File: src/rtl/clock_pkg.sv
// Shared alarm-clock types: FSM state encoding, BCD time bundle, limits.
// Used by the clock core, the panel display driver and alarm_set_ctrl.
package clock_pkg;

   typedef enum logic [2:0] {
      S_IDLE   = 3'd0,
      S_T_HOUR = 3'd1,
      S_T_MIN  = 3'd2,
      S_A_HOUR = 3'd3,
      S_A_MIN  = 3'd4
   } state_e;

   localparam int HOUR_MAX = 23;
   localparam int MIN_MAX  = 59;

   localparam logic [1:0] EDIT_NONE  = 2'd0;
   localparam logic [1:0] EDIT_TIME  = 2'd1;
   localparam logic [1:0] EDIT_ALARM = 2'd2;

   typedef struct packed {
      logic [1:0] h1;
      logic [3:0] h0;
      logic [2:0] m1;
      logic [3:0] m0;
   } hhmm_t;

endpackage

File: src/rtl/bcd2_inc.sv
// Two-digit BCD incrementer; MAX wraps back to 00.
// Tens digit width is a parameter so hours (2b) and minutes (3b) share it.
module bcd2_inc #(
   parameter int MAX = 59,
   parameter int W1  = 3
) (
   input  logic [W1-1:0] tens_i,
   input  logic [3:0]    ones_i,
   output logic [W1-1:0] tens_o,
   output logic [3:0]    ones_o
);

   localparam logic [W1-1:0] MAX1 = W1'(MAX / 10);
   localparam logic [3:0]    MAX0 = 4'(MAX % 10);

   always_comb begin
      tens_o = tens_i;
      ones_o = ones_i + 4'd1;
      if (tens_i == MAX1 && ones_i == MAX0) begin
         tens_o = '0;
         ones_o = '0;
      end else if (ones_i == 4'd9) begin
         tens_o = tens_i + W1'(1);
         ones_o = '0;
      end
   end

endmodule

File: src/rtl/alarm_set_ctrl.sv
// Front-panel edit controller: turns mode/inc/set pulses into the
// clock core's preset digits, load strobes, alarm enable and stop.
module alarm_set_ctrl
   import clock_pkg::*;
#(
   parameter int TIMEOUT_CYC = 100,
   parameter int CW          = 7
) (
   input  logic       clk,
   input  logic       reset,
   input  logic       btn_mode,
   input  logic       btn_inc,
   input  logic       btn_set,
   input  logic       Alarm,
   input  logic [1:0] H_cur1,
   input  logic [3:0] H_cur0,
   input  logic [2:0] M_cur1,
   input  logic [3:0] M_cur0,
   output logic [1:0] H_in1,
   output logic [3:0] H_in0,
   output logic [2:0] M_in1,
   output logic [3:0] M_in0,
   output logic       LD_time,
   output logic       LD_alarm,
   output logic       AL_ON,
   output logic       STOP_al,
   output logic [1:0] edit_mode,
   output logic       edit_field
);

   state_e        state_q;
   hhmm_t         edit_q;
   hhmm_t         shadow_q;
   hhmm_t         cur;
   logic [CW-1:0] cnt_q;
   logic          ld_time_q;
   logic          ld_alarm_q;
   logic          al_on_q;
   logic          stop_q;

   logic [1:0]    h1_nx;
   logic [3:0]    h0_nx;
   logic [2:0]    m1_nx;
   logic [3:0]    m0_nx;
   logic          any_btn;
   logic          in_edit;
   logic          tmo;

   assign cur     = '{h1: H_cur1, h0: H_cur0, m1: M_cur1, m0: M_cur0};
   assign any_btn = btn_mode | btn_inc | btn_set;
   assign in_edit = (state_q != S_IDLE);
   assign tmo     = in_edit && !any_btn &&
                    (cnt_q == CW'(TIMEOUT_CYC - 1));

   bcd2_inc #(.MAX(HOUR_MAX), .W1(2)) u_hour_inc (
      .tens_i (edit_q.h1),
      .ones_i (edit_q.h0),
      .tens_o (h1_nx),
      .ones_o (h0_nx)
   );

   bcd2_inc #(.MAX(MIN_MAX), .W1(3)) u_min_inc (
      .tens_i (edit_q.m1),
      .ones_i (edit_q.m0),
      .tens_o (m1_nx),
      .ones_o (m0_nx)
   );

   always_ff @(posedge clk) begin
      if (reset) begin
         state_q    <= S_IDLE;
         edit_q     <= '0;
         shadow_q   <= '0;
         cnt_q      <= '0;
         ld_time_q  <= 1'b0;
         ld_alarm_q <= 1'b0;
         al_on_q    <= 1'b0;
         stop_q     <= 1'b0;
      end else begin
         ld_time_q  <= 1'b0;
         ld_alarm_q <= 1'b0;
         stop_q     <= 1'b0;
         // counts consecutive idle cycles while editing
         if (!in_edit || any_btn || tmo) begin
            cnt_q <= '0;
         end else begin
            cnt_q <= cnt_q + CW'(1);
         end
         unique case (state_q)
            S_IDLE: begin
               if (btn_set) begin
                  stop_q <= Alarm;
               end else if (btn_mode) begin
                  state_q <= S_T_HOUR;
                  edit_q  <= cur;
               end else if (btn_inc) begin
                  al_on_q <= ~al_on_q;
               end
            end
            S_T_HOUR, S_A_HOUR: begin
               if (btn_set) begin
                  state_q <= (state_q == S_T_HOUR) ? S_T_MIN : S_A_MIN;
               end else if (btn_mode) begin
                  if (state_q == S_T_HOUR) begin
                     state_q <= S_A_HOUR;
                     edit_q  <= shadow_q;
                  end else begin
                     state_q <= S_IDLE;
                  end
               end else if (btn_inc) begin
                  edit_q.h1 <= h1_nx;
                  edit_q.h0 <= h0_nx;
               end else if (tmo) begin
                  state_q <= S_IDLE;
               end
            end
            S_T_MIN, S_A_MIN: begin
               if (btn_set) begin
                  state_q <= S_IDLE;
                  if (state_q == S_T_MIN) begin
                     ld_time_q <= 1'b1;
                  end else begin
                     ld_alarm_q <= 1'b1;
                     shadow_q   <= edit_q;
                  end
               end else if (btn_mode) begin
                  if (state_q == S_T_MIN) begin
                     state_q <= S_A_HOUR;
                     edit_q  <= shadow_q;
                  end else begin
                     state_q <= S_IDLE;
                  end
               end else if (btn_inc) begin
                  edit_q.m1 <= m1_nx;
                  edit_q.m0 <= m0_nx;
               end else if (tmo) begin
                  state_q <= S_IDLE;
               end
            end
            default: state_q <= S_IDLE;
         endcase
      end
   end

   always_comb begin
      edit_mode  = EDIT_NONE;
      edit_field = 1'b0;
      unique case (state_q)
         S_T_HOUR: edit_mode = EDIT_TIME;
         S_T_MIN: begin
            edit_mode  = EDIT_TIME;
            edit_field = 1'b1;
         end
         S_A_HOUR: edit_mode = EDIT_ALARM;
         S_A_MIN: begin
            edit_mode  = EDIT_ALARM;
            edit_field = 1'b1;
         end
         default: edit_mode = EDIT_NONE;
      endcase
   end

   assign H_in1    = edit_q.h1;
   assign H_in0    = edit_q.h0;
   assign M_in1    = edit_q.m1;
   assign M_in0    = edit_q.m0;
   assign LD_time  = ld_time_q;
   assign LD_alarm = ld_alarm_q;
   assign AL_ON    = al_on_q;
   assign STOP_al  = stop_q;

endmodule

File: config.mk
export PLATFORM = sky130hd
export DESIGN_NAME = alarm_set_ctrl
export DESIGN_NICKNAME = d
export VERILOG_FILES = /design/src/rtl/clock_pkg.sv /design/src/rtl/bcd2_inc.sv /design/src/rtl/alarm_set_ctrl.sv
export SDC_FILE = /design/constraint.sdc
export NUM_CORES = 1
export LEC_CHECK = 0
export BUFFER_PORTS_ARGS = -buffer_cell sky130_fd_sc_hd__clkbuf_2
export CAP_MARGIN = 20
export CORE_UTILIZATION = 25
export CTS_BUF_LIST = sky130_fd_sc_hd__clkbuf_8
export DETAILED_ROUTE_END_ITERATION = 6
export PLACE_DENSITY = 0.39
export SLEW_MARGIN = 20
export SYNTH_ARGS = -nofsm -noshare
export SYNTH_HDL_FRONTEND = slang
export SYNTH_SLANG_ARGS = --single-unit
File: constraint.sdc
create_clock -name clk -period 1.4 [get_ports clk]
set_input_delay 0.28 -clock clk [delete_from_list [all_inputs] [get_ports clk]]
set_output_delay 0.28 -clock clk [all_outputs]
set_load 0.01 [all_outputs]
; After elaboration in Yosys (flattened, before gate mapping)
; Cells that the tools add are included.
[word_totals]
register_bits = 40
inputBits = 19
elab_cells = 110
[op_classes]
muxes = 37
eq_ne = 22
addsub = 5
n_reduce_logical = 25
n_bitwise = 7
[op_table]
columns = operator, n
row1 = two-way mux 13 bit, 6
row2 = one-hot mux 13 bit (3 select lines), 1
row3 = two-way mux 3 bit, 11
row4 = two-way mux 7 bit, 3
row5 = two-way mux 6 bit, 3
row6 = AND reduction 9 bit, 2
row7 = two-way mux 4 bit, 4
row8 = AND reduction 8 bit, 2
row9 = != test 2 bit (second input constant), 6
row10 = OR reduction 2 bit, 5
row11 = one-hot mux 3 bit (3 select lines), 1
row12 = adder 4 x 1 -> 4 bit (second input constant), 2
row13 = == test 4 bit (second input constant), 2
row14 = two-way mux 2 bit, 4
row15 = adder 7 x 1 -> 7 bit (second input constant), 1
row16 = == test 7 bit (second input constant), 1
row17 = == test 3 x 2 -> 1 bit (second input constant), 2
row18 = == test 3 bit (second input constant), 2
row19 = != test 3 bit (second input constant), 2
row20 = nonzero test 3 bit, 2
row21 = OR reduction 3 bit, 2
row22 = NOT 1 bit, 5
row23 = == test 4 x 2 -> 1 bit (second input constant), 1
row24 = logical AND 1 bit, 4
row25 = 16 further kinds, 22

; Depth between registers and ports, before layout
[depth]
word_depth = 10
mapped_depth = 7

; Modules after synthesis
; From an unflattened synthesis, not the netlist that was laid out.
[hier_totals]
cells_unflattened = 314
hier_area_um2 = 2631.3
[by_module_without_submodules]
columns = module, n_inst, cells_per_inst, area_per_inst_um2
row1 = alarm_set_ctrl, 1, 267, 2298.5
row2 = bcd2_inc at u_hour_inc, 1, 24, 171.4
row3 = bcd2_inc at u_min_inc, 1, 23, 161.4

; Worst setup path after synthesis
; Ideal clock, no wire load.
[synth_timing]
path_type = reg2reg
startpoint = reg edit_q, in the netlist H_in0[0]
endpoint = reg edit_q, in the netlist H_in1[0]
t_arrival_ps = 1501
setup_slack_ps = -237
stages_incl_launch_ff = 6
setup_time_ps = 137
n_path_buf = 0
t_required_ps = 1263
period_less_slack_ps = 1637
path_cell_list = dfxtp_1 -> ha_1 -> nor3b_1 -> a211oi_1 -> a2111oi_0 -> a311oi_1
[synth_via]
elab_chain_len = 7
[synth_rtl]
columns = element, line
row1 = start: declaration, alarm_set_ctrl.sv:32  ; hhmm_t edit_q;
row2 = start signal: assignment, alarm_set_ctrl.sv:95  ; edit_q <= cur;
row3 = start signal: assignment, alarm_set_ctrl.sv:106  ; edit_q <= shadow_q;
row4 = start signal: assignment, alarm_set_ctrl.sv:129  ; edit_q <= shadow_q;
row5 = == test 4 x 2 -> 1 bit, bcd2_inc.sv:19  ; if (tens_i == MAX1 && ones_i == MAX0) begin
row6 = logical AND 1 bit, bcd2_inc.sv:19
row7 = two-way mux 2 bit, bcd2_inc.sv:19
row8 = two-way mux 6 bit, alarm_set_ctrl.sv:110  ; end else if (btn_inc) begin
row9 = two-way mux 6 bit, alarm_set_ctrl.sv:103  ; end else if (btn_mode) begin
row10 = two-way mux 13 bit, alarm_set_ctrl.sv:101  ; if (btn_set) begin
row11 = one-hot mux 13 bit (3 select lines), alarm_set_ctrl.sv:89  ; unique case (state_q)
; Parallel ways exist; a longest one is shown, timed or not. The select of a mux whose other input is x is not followed.
; A chain may end at the register's enable or synchronous reset.

; Worst setup path in the final report
[layout_timing]
startpoint = reg state_q[2]
endpoint = reg edit_q, in the netlist H_in0[1]
[layout_via]
elab_chain_len = 5
[layout_rtl]
columns = element, line
row1 = start: declaration, alarm_set_ctrl.sv:31  ; state_e state_q;
row2 = start signal: assignment, alarm_set_ctrl.sv:102  ; state_q <= (state_q == S_T_HOUR) ? S_T_MIN : S_A_MIN;
row3 = == test 3 x 2 -> 1 bit, "alarm_set_ctrl.sv:89, alarm_set_ctrl.sv:127"
row4 = two-way mux 13 bit, --
row5 = two-way mux 6 bit, --
row6 = two-way mux 13 bit, --
row7 = one-hot mux 13 bit (3 select lines), alarm_set_ctrl.sv:89
; Parallel ways exist; a longest one is shown, timed or not. The select of a mux whose other input is x is not followed.

==> qor.yml <==
power_and_ir_drop:
  p_per_area_nw_per_um2: 755
  p_leak_nw: 1.73
  ir_worst_vdd_mv: 0.424
setup_path:
  crit_arrival_ns: 1.88
  critPathKind: "register to register"
  worstSetupEndpointType: "register"
  path_max_fanout: 6
  required_ns: 1.60
  critPathLaunchType: "register"
detailed_routing:
  wl_met3_microns: 230
  ant_nets: 0
  m1WireLength_microns: 3880
  routed_wl_microns: 8270
  drt-vias-per-instance: 4.76
  drt_iter0_drc: 140
  wl_per_cell_microns: 14.9
  top_layer: "met4"
  drt-pass1-iter-count: 6
  wl_met2_microns: 4120
  vias: 2652
  drc: 0
floorplanning:
  start_util_pct: 25.8
  die_y_microns: 99.6
  ios: 39
  dieArea_sq_um: 9910
  num_rows: 35
  core-area_sq_um: 9240
  die_w_microns: 99.6
cells_and_area:
  nets: 454
  diodes: 0
  seq_area_sq_um: 822
  syn_to_final_growth_pct: 66.6
  final_area_sq_um: 3960
  layout_common_cells: "buf_4 (66), clkbuf_2 (36), dfxtp_1 (31), nor2_1 (26), nand2_1 (22)"
  multi_input_area_sq_um: 1790
  layout_commonest_cell: "buf_4"
  drive_gt1_share_pct: 49.3
  fillCellCount: 930
cts:
  clk_path_buf_depth: 2
  cts_tree: "done"
  cts_buffers: 5
  clkTransAtPathRegs_ns: 0.08
  root_buffer: "clkbuf_8"
  clock_latency_ns: 0.29
  h-tree-depth: 2
  numClockSinks: 40
logic_synthesis:
  synth_area_per_cell_sq_um: 7.60
  synth_largest_area_cell: "dfxtp_1"
  synth_nets: 339
  synth.distinct_cells: 53
  ys_seq_area_share_pct: 33.6
  synth_cells: 313
  ys_top_cells_by_area: "dfxtp_1 (34%), a21oi_1 (6.9%), nand2_1 (5.8%)"
  synth-async-reset-ratio_pct: 0
  synth.top_cell.area_share_pct: 33.6
  syn_area_sq_um: 2380
  synthFlopType: "dfxtp_1"
  synth-edff-count: 0
  synth-seq-cells: 40
  yosysWarnings: 0
sta:
  slew_viol_final: 0
  rsz0062_at_grt: "yes"
  final.setup.worst_slack_ns: -0.280
  hold_violations: 0
  setup_violations: 38
  relSlewSlack_pct: 75.7
  fmax_mhz: 595
  whs_ns: 0.213
  fin_crit_sh_pct: 120
  finClkSkew_ns: 0.00546
  max_slew.worst_pin.slew_ns: 0.364
  min_period_ns: 1.68
placed_design:
  portBuffers: 38
  gp_congestion: 0.798
  dpl.hpwl_microns: 6030
  place_area_sq_um: 3240
run:
  drv_cap: 0
grt:
  grt_usage_pct: 16.8
  antenna_found_initial: 0
  grt_max_degree: 15
  grt_pass1_wl_microns: 13000
  gr-total-overflow: 0
  grt_pass1_vias: 2549
worst_hold_path:
  hold_path_class: "input pin to register"
outcome:
  outcome: "complete, but fails checks"
  violations: "negative setup slack"
cell type report:
| class | instances | share of cell area, % |
|---|---|---|
| tap | 129 | 4.07 |
| clock inverter | 2 | 1.52 |
| clock buffer | 5 | 1.74 |
| timing repair buffer | 128 | 25.4 |
| inverter | 15 | 1.42 |
| multi-input combinational | 238 | 45.1 |
| sequential | 40 | 20.7 |
cells in the mapped netlist (3+ instances only):
master	count
a211oi_1	5
a21oi_1	33
a311oi_1	4
a31oi_1	9
and3_1	7
buf_1	3
buf_2	6
clkbuf_1	10
dfxtp_1	40
ha_1	7
inv_1	15
mux2i_1	5
nand2_1	37
nand2b_1	5
nand3_1	15
nor2_1	29
nor2b_1	7
nor3_1	6
o21a_1	4
o21ai_0	15
xnor2_1	6
xor2_1	3
sequential cells by signal, summed over array words and instances (netlist names), 2 cells and up:
register / flops
H_in0: 4
H_in1: 2
M_in0: 4
M_in1: 3
cnt_q: 7
shadow_q: 13
state_q: 3
kinds of logic after synthesis:
group | Yosys count | synth area share (%)
simple gates | 120 | 24.4
fa+ha+maj | 7 | 3.68
compound gates | 95 | 25.9
xor+xnor | 9 | 3.31
mux | 7 | 3.05
buf+inv | 35 | 5.99
flops | 40 | 33.6
stage by stage:
stage | instances | setup WS [ns] | utilization, % | TNS, ns | power (mW)
final | 557 | -0.280 | 42.9 | -5.15 | 2.99
after global routing | 557 | -0.349 | 42.9 | -7.87 | 3.15
after CTS | 550 | -0.274 | 39.6 | -4.18 | 3.00
after detailed placement | 530 | -0.307 | 35.1 | -7.07 | 1.78
after global placement | 530 | -0.275 | 35.1 | -6.71 | 1.78
after floorplan | 313 | -0.144 | - | -1.87 | 1.51
power by group:
group	leakage, nW	internal (mW)	total, mW	switching [mW]
clock	0.0642	0.702	1.13	0.425
sequential	0.330	1.17	1.21	0.0384
combinational	1.33	0.328	0.658	0.330
total	1.73	2.20	2.99	0.793
metal layers:
| layer | track usage, % | vias to the layer above |
|---|---|---|
| met4 | 3.28 | 0 |
| met2 | 29.2 | 41 |
| li1 | - | 1353 |
| met3 | 2.81 | 2 |
| met5 | 0 | - |
| met1 | 21.9 | 1256 |
worst paths after layout:
| kind | slack [ns] | startpoint | cells after the start | to |
|---|---|---|---|---|
| min reg2reg | 0.46 | shadow_q[5]$_SDFFE_PP0P_ | 2 | shadow_q[5]$_SDFFE_PP0P_ |
| max reg2reg | -0.28 | state_q[2]$_SDFFE_PP0P_ | 6 | H_in0[1]$_SDFFE_PP0P_ |
| max | -0.28 | state_q[2]$_SDFFE_PP0P_ | 6 | H_in0[1]$_SDFFE_PP0P_ |
| min | 0.21 | Alarm | 2 | STOP_al$_SDFF_PP0_ |
critical path: stages, from the launching register on:
cell      delay [ns]
dfxtp_2         0.35
buf_6           0.13
or3b_4          0.39
a221o_1         0.37
nor2_1          0.12
a21oi_1         0.05
a211oi_1        0.19
what timing repair did:
item / in CTS / in global routing
pin swaps: 22 / 36
cloned: 0 / 1
hold buffers: 0 / 0
endpoints found under the hold margin: 0 / 0
resized for setup: 47 / 64
setup endpoints to repair: 38 / 39
buffers inserted: 14 / 6
Power figures use the tool's default switching activity.
